### config.mk
export PLATFORM = sky130hd
export DESIGN_NAME = indication_word_serializer
export DESIGN_NICKNAME = d
export VERILOG_FILES = /design/src/rtl/indication_word_serializer.sv
export SDC_FILE = /design/constraint.sdc
export NUM_CORES = 1
export LEC_CHECK = 0
export BUFFER_PORTS_ARGS = -buffer_cell sky130_fd_sc_hd__buf_2
export CAP_MARGIN = 0
export CORE_MARGIN = 5
export CORE_UTILIZATION = 50
export DETAILED_ROUTE_END_ITERATION = 8
export GPL_TIMING_DRIVEN = 0
export PLACE_DENSITY = 0.75
export SLEW_MARGIN = 15
export SYNTH_ARGS = -nofsm -noshare
export SYNTH_HDL_FRONTEND = slang
export SYNTH_SLANG_ARGS = --single-unit
### constraint.sdc
create_clock -name CLK -period 5.1 [get_ports CLK]
set_input_delay 0 -clock CLK [delete_from_list [all_inputs] [get_ports CLK]]
set_output_delay 0 -clock CLK [all_outputs]
set_load 0.05 [all_outputs]
### src/rtl/indication_word_serializer.sv
// Buffers 96-bit {v, meth, tag} indication messages in a small FIFO and emits
// each as three 32-bit words (tag, meth, v) with a last flag on the final word.
module indication_word_serializer #(
  parameter int DEPTH = 2,
  parameter int CNTW  = 16
) (
  input  logic            CLK,
  input  logic            nRST,
  input  logic            pipe_enq_ena,
  input  logic [95:0]     pipe_enq_v,
  output logic            pipe_enq_rdy,
  output logic            word_enq_ena,
  output logic [31:0]     word_enq_data,
  output logic            word_enq_last,
  input  logic            word_enq_rdy,
  output logic [CNTW-1:0] msg_count
);

  localparam int AW = $clog2(DEPTH);
  localparam logic [AW:0] FULL = (AW+1)'(DEPTH);

  typedef enum logic [1:0] {
    B0 = 2'd0,
    B1 = 2'd1,
    B2 = 2'd2
  } beat_t;

  beat_t            beat_reg, beat_next;
  logic [95:0]      mem [DEPTH];
  logic [AW-1:0]    wr_ptr_reg, rd_ptr_reg;
  logic [AW:0]      occ_reg;
  logic [CNTW-1:0]  msg_count_reg;
  logic             push, xfer, pop;
  logic [95:0]      head;

  // No bypass: a full FIFO refuses a push even while it pops.
  assign pipe_enq_rdy = nRST & (occ_reg != FULL);
  assign word_enq_ena = (occ_reg != '0);
  assign push         = pipe_enq_ena & pipe_enq_rdy;
  assign xfer         = word_enq_ena & word_enq_rdy;
  assign head         = mem[rd_ptr_reg];
  assign msg_count    = msg_count_reg;

  always_comb begin
    beat_next     = beat_reg;
    pop           = 1'b0;
    word_enq_data = 32'd0;
    word_enq_last = 1'b0;
    if (xfer) begin
      case (beat_reg)
        B0: beat_next = B1;
        B1: beat_next = B2;
        B2: begin
          beat_next = B0;
          pop       = 1'b1;
        end
        default: beat_next = B0;
      endcase
    end
    if (word_enq_ena) begin
      case (beat_reg)
        B0:      word_enq_data = head[31:0];
        B1:      word_enq_data = head[63:32];
        B2:      word_enq_data = head[95:64];
        default: word_enq_data = 32'd0;
      endcase
      word_enq_last = (beat_reg == B2);
    end
  end

  // Payload storage carries no reset; only pointers and occupancy define validity.
  always_ff @(posedge CLK) begin
    if (push) begin
      mem[wr_ptr_reg] <= pipe_enq_v;
    end
  end

  always_ff @(posedge CLK or negedge nRST) begin
    if (!nRST) begin
      beat_reg      <= B0;
      wr_ptr_reg    <= '0;
      rd_ptr_reg    <= '0;
      occ_reg       <= '0;
      msg_count_reg <= '0;
    end else begin
      beat_reg <= beat_next;
      if (push) begin
        wr_ptr_reg <= wr_ptr_reg + AW'(1);
      end
      if (pop) begin
        rd_ptr_reg    <= rd_ptr_reg + AW'(1);
        msg_count_reg <= msg_count_reg + CNTW'(1);
      end
      case ({push, pop})
        2'b10:   occ_reg <= occ_reg + (AW+1)'(1);
        2'b01:   occ_reg <= occ_reg - (AW+1)'(1);
        default: occ_reg <= occ_reg;
      endcase
    end
  end

endmodule

==> flow_summary.json, run 1 <==
{
  "power_per_cell_area_nw_per_um2": 568,
  "cts_resized": 0,
  "r2r_cells": 6,
  "std_cell_rows": 47,
  "p_leak_uw": 0.00429,
  "placed_area_um2": 9610,
  "synth_top_family_by_area": "multiplexers",
  "largest_reg_flops": 192,
  "regArea_um2": 6320,
  "worst_setup_path_end_kind": "output pin",
  "drt_wl_total_mm": 20.1,
  "hold_viol_final": 0,
  "drt-initial-drc-count": 319,
  "clkPwrFrac_pct": 24.5,
  "yosysTopAreaCell": "edfxtp_1",
  "combPwrFrac_pct": 40.4,
  "seq_power_share_pct": 35.1,
  "drc": 0,
  "grt_usage_pct": 20.1,
  "setup_viol": 0,
  "period_minus_slack_ns": 2.50,
  "ys_ff_latch": 214,
  "internal-power_uw": 3860,
  "status": "complete, no violations",
  "cap_violations": 0,
  "peakVddDrop_mv": 0.462,
  "p_switching_uw": 2560,
  "r2r-end": "mem[0][72]",
  "worst_pin_slew_ns": 0.757,
  "synth.distinct_cells": 27,
  "final_nets": 910,
  "cts_tree": "yes",
  "timing.final.ws_setup_ns": 2.60,
  "io_pins": 151,
  "grt_overflow_total": 0,
  "p_sw_share_pct": 39.9,
  "clkTransAtPathRegs_ns": 0.06,
  "first_pass_iters": 4,
  "grt_pass1_wl_mm": 31.3,
  "multi_input_area_um2": 2020,
  "slew_violations": 0,
  "synth_flop_cell": "edfxtp_1",
  "yosysTopAreaCellShare_pct": 68.0,
  "rr_startpoint": "occ_reg[0]",
  "yosysMostFrequentCell": "edfxtp_1",
  "syn_area_per_cell_um2": 16.0,
  "dieArea_um2": 19700,
  "grt_max_degree": 58,
  "io_buffers": 150,
  "die_w_um": 140,
  "gp_congestion": 0.731,
  "avgRoutedWirePerCell_um": 19.3,
  "hold_class": "in -> async",
  "fmax_mhz": 400,
  "diodes": 0,
  "vias": 5553,
  "antenna_found_initial": 0,
  "routed_via_density": 5.32,
  "synthMuxAreaShare_pct": 8.42,
  "synth.top_cells.by_count": "edfxtp_1, a21oi_1, nor2_1",
  "cts.path.max_buffers": 3,
  "whs_ns": 0.0175,
  "synthToLayoutAreaGrowth_pct": 33.4,
  "cp-start-kind": "flop",
  "yosysSeqAreaShare_pct": 74.4,
  "holdBufCountCts": 99,
  "synth_compound_gate_area_share_pct": 6.75,
  "fillCellCount": 1144,
  "synth_nets": 633,
  "dp_hpwl_mm": 12.3,
  "critical_path_class": "reg -> out",
  "synth-edff-count": 192,
  "finalInstanceArea_um2": 11300,
  "start_util_pct": 51.0,
  "post_cts_buffers": 0,
  "final_layout_size_suffix_gt1_share_pct": 29.8,
  "worstPathRequired_ns": 5.10,
  "ant_nets": 0,
  "core_um2": 16600,
  "critPathMaxFanout": 10,
  "cts_made_buffers": 22,
  "synth_area_um2": 8480,
  "yosys_warnings": 0,
  "yosys.area_share.simple_pct": 6.16,
  "max_slew_margin_pct": 49.4,
  "dp_slack_ns": 2.61,
  "cts.sinks": 214,
  "period_share_pct": 49.0,
  "fin_skew_ns": 0.0294,
  "async_flop_share_pct": 10.3,
  "grt_setup_unrepaired": "no",
  "yosys.area_share.adder_pct": 0.295,
  "die_h_um": 140,
  "grt_pass1_vias": 5897,
  "htree_levels": 1,
  "synthXorXnorAreaFrac_pct": 2.06,
  "root_buffer": "clkbuf_16",
  "cp_data_arrival_time_ns": 2.50,
  "synth_cells": 531,
  "r2r_slack_ns": 2.70,
  "worstSkewPairLatency_ns": 0.51,
  "ys_top_cells_by_area": "edfxtp_1, dfrtp_1, mux2_2, a21oi_1, mux2i_1"
}
## logic make-up after synthesis
family          Yosys count
xor+xnor                 20
fa+ha+maj                 2
simple gates             99
flops                   214
buf+inv                  31
mux                      67
compound gates           98
## per-layer routing
layer	vias to the layer above	part of all wire, %	track usage (%)
met5	-	0	0
met4	0	2.1	4.74
met3	38	6.5	3.75
met2	201	53	36.5
met1	2742	38	24.9
li1	2572	-	-
## worst max path at each step
stage	slack [ns]	start	cells past startpoint	end
global placement	-0.04	nRST	4	mem[0][14]
finish	2.60	beat_reg[1]	5	word_enq_data[16]
detailed placement	2.61	nRST	6	mem[0][79]
global route	2.35	nRST	7	mem[0][72]
floorplan	0.13	occ_reg[0]	4	mem[0][0]
CTS	2.58	beat_reg[1]	5	word_enq_data[3]
## placed cells by master (no fill, tap or decap), types with 6 or more instances in the layout
| cell | n |
|---|---|
| clkbuf_1 | 11 |
| dfrtp_1 | 22 |
| nand2b_1 | 33 |
| nand2_1 | 7 |
| nor2_1 | 36 |
| clkbuf_16 | 22 |
| nand4_1 | 6 |
| o211ai_1 | 32 |
| xnor2_1 | 17 |
| mux2i_1 | 32 |
| buf_2 | 165 |
| dlygate4sd3_1 | 99 |
| a21oi_1 | 64 |
| mux2_2 | 35 |
| edfxtp_1 | 192 |
## power groups by stage
| stage | registers [uW] | clock network [uW] | logic (uW) |
|---|---|---|---|
| after floorplan | 2330 | 0 | 1790 |
| after global placement | 2300 | 0 | 2450 |
| after detailed placement | 2290 | 0 | 2520 |
| after CTS | 2250 | 1600 | 2590 |
| after global routing | 2270 | 1670 | 2760 |
| final | 2250 | 1580 | 2600 |
## per-stage QoR
stage	TNS, ns	total power [uW]	util (%)	cells
2_1_floorplan	0	4120	-	531
3_3_place_gp	-3.14	4750	57.2	901
3_5_place_dp	0	4810	57.7	905
4_1_cts	0	6440	68.0	1043
5_1_grt	0	6710	68.0	1043
6_report	0	6430	68.0	1043
## worst max-delay path: stages, from the launching register on
cell and delay (ns):
dfrtp_1 0.42, nor2_1 0.37, clkbuf_1 0.53, a21oi_1 0.15
a21oi_1 0.24, buf_2 0.30
## area by class of cell
| cell class | instances | share of cell area, % |
|---|---|---|
| buffer | 29 | 1.33 |
| clock buffer | 24 | 4.93 |
| clock inverter | 15 | 1.39 |
| inverter | 2 | 0.0663 |
| multi-input combinational | 286 | 17.9 |
| sequential | 214 | 55.8 |
| tap | 220 | 2.43 |
| timing repair buffer | 253 | 16.2 |
(Power assumes the default switching activity.)
==> run 2, diff against run 1 <==
==> constraint.sdc (replaced) <==
create_clock -name CLK -period 2.1 [get_ports CLK]
set_input_delay 0 -clock CLK [delete_from_list [all_inputs] [get_ports CLK]]
set_output_delay 0 -clock CLK [all_outputs]
set_load 0.05 [all_outputs]
==> run 2 against run 1 <==
Critical path depth rose by 2. Sequential cell count did not move. Wire length rose by 3.1%. Critical path type unchanged. Largest power group unchanged.
==> flow_summary.json, run 2 (synthesis results as in run 1) <==
{
  "core_um2": 16600,
  "avgRoutedWirePerCell_um": 19.7,
  "cap_violations": 0,
  "final_cell_mix": "edfxtp_1, buf_2, dlygate4sd3_1",
  "p_leak_uw": 0.00436,
  "status": "complete, no violations",
  "worstSkewPairLatency_ns": 0.50,
  "critical_path_class": "reg -> out",
  "hold_class": "in -> reg",
  "power_uw": 16100,
  "grt_pass1_wl_mm": 31.2,
  "drt-initial-drc-count": 277,
  "cts.path.max_buffers": 3,
  "first_pass_iters": 4,
  "die_w_um": 140,
  "dp_hpwl_mm": 12.7,
  "cts.sinks": 214,
  "placed_area_um2": 9630,
  "synthToLayoutAreaGrowth_pct": 36.6,
  "critPathMaxFanout": 10,
  "whs_ns": 0.0569,
  "peakVddDrop_mv": 1.18,
  "max_slew_margin_pct": 36.0,
  "hold_viol_final": 0,
  "slew_violations": 0,
  "vias": 5540,
  "antenna_found_initial": 1,
  "worstPathRequired_ns": 2.10,
  "clkTransAtPathRegs_ns": 0.06,
  "grt_pass1_vias": 5882,
  "gp_congestion": 0.757,
  "final_nets": 915,
  "dp_slack_ns": -0.200,
  "fin_skew_ns": 0.0171,
  "cp_data_arrival_time_ns": 2.06,
  "period_minus_slack_ns": 2.06,
  "cp-start-kind": "flop",
  "htree_levels": 1,
  "io_pins": 151,
  "ant_nets": 0,
  "routed_via_density": 5.28,
  "final_common_cell": "edfxtp_1",
  "die_h_um": 140,
  "drt_wl_total_mm": 20.7,
  "finalInstanceArea_um2": 11600,
  "final_layout_size_suffix_gt1_share_pct": 33.8,
  "std_cell_rows": 47,
  "power_per_cell_area_nw_per_um2": 1390,
  "period_share_pct": 97.9,
  "root_buffer": "clkbuf_16",
  "cts_tree": "yes",
  "grt_overflow_total": 0,
  "drc": 0,
  "grt_max_degree": 54,
  "io_buffers": 150,
  "fmax_mhz": 486,
  "grt_usage_pct": 20.1,
  "timing.final.ws_setup_ns": 0.0435,
  "worst_setup_path_end_kind": "output pin",
  "cts_made_buffers": 22,
  "worst_pin_slew_ns": 0.957,
  "start_util_pct": 51.0,
  "largest_reg_flops": 192,
  "dieArea_um2": 19700,
  "setup_viol": 0
}
-- run 2: cell types whose count changed in the layout (fill, tap and decap cells not counted), moves of 9 or more --
cell      before  now
buf_6          1   14
buf_2        165  125
clkbuf_4       0    9
buf_4          4   30
a21oi_2        0   12
a21oi_1       64   51
-- run 2: worst paths after layout --
| kind | start | endpoint | slack [ns] | cells past startpoint |
|---|---|---|---|---|
| worst max-delay path | beat_reg[0] | word_enq_data[26] | 0.04 | 7 |
| worst min-delay path | nRST | wr_ptr_reg | 0.06 | 4 |
| worst max register to register | occ_reg[0] | mem[1][88] | 0.22 | 4 |
| worst min register to register | msg_count[15] | msg_count[15] | 0.47 | 1 |
| max in group asynchronous | nRST | rd_ptr_reg | 1.21 | 2 |
| min in group asynchronous | nRST | msg_count[6] | 0.23 | 2 |
-- run 2: layer usage --
metal	vias to the layer above	GRT usage (%)	routed length, um
li1	2580	-	-
met1	2765	24.7	8040
met5	-	0	0
met2	165	36.4	11000
met4	0	5.81	405
met3	30	3.82	1220
-- run 2: final cells by class --
class / count / area [um2]
sequential: 214 / 6320
fill: 1120 / 5050
multi-input combinational: 288 / 2120
timing repair buffer: 256 / 1950
clock buffer: 31 / 616
tap: 220 / 275
buffer: 29 / 251
clock inverter: 8 / 40.0
inverter: 2 / 7.51
antenna: 2 / 5.00
-- run 2: repair_timing --
item | CTS | global route
gates resized for setup | 40 | 73
hold buffers | 99 | 0
endpoints found under the setup margin | 59 | 110
gates cloned | 1 | 2
setup buffers | 0 | 2
hold endpoints to repair | 219 | 0
pin swaps | 1 | 12
-- run 2: report_power, final --
part           total [uW]  leakage, uW  internal (uW)  switching, uW
clock                3540     0.000322           2040           1500
combinational        7040      0.00199           2430           4610
sequential           5520      0.00204           5270            247
total               16100      0.00436           9740           6370
-- run 2: per-stage QoR --
step                      setup TNS [ns]  std cells  util, %
final                                  0       1050     69.7
after global routing              -0.147       1049     69.6
after CTS                        -0.0235       1044     68.4
after detailed placement           -6.92        905     57.9
after global placement           -203.43        901     57.3
after floorplan                  -124.75        531        -
-- run 2: critical path, cell delays in order, from the launching register on --
cell and delay, ns:
dfrtp_2 0.43, nand2b_1 0.16, buf_6 0.15, clkbuf_4 0.20, nor2_1 0.12, a21oi_1 0.05, a21oi_1 0.22, buf_4 0.24
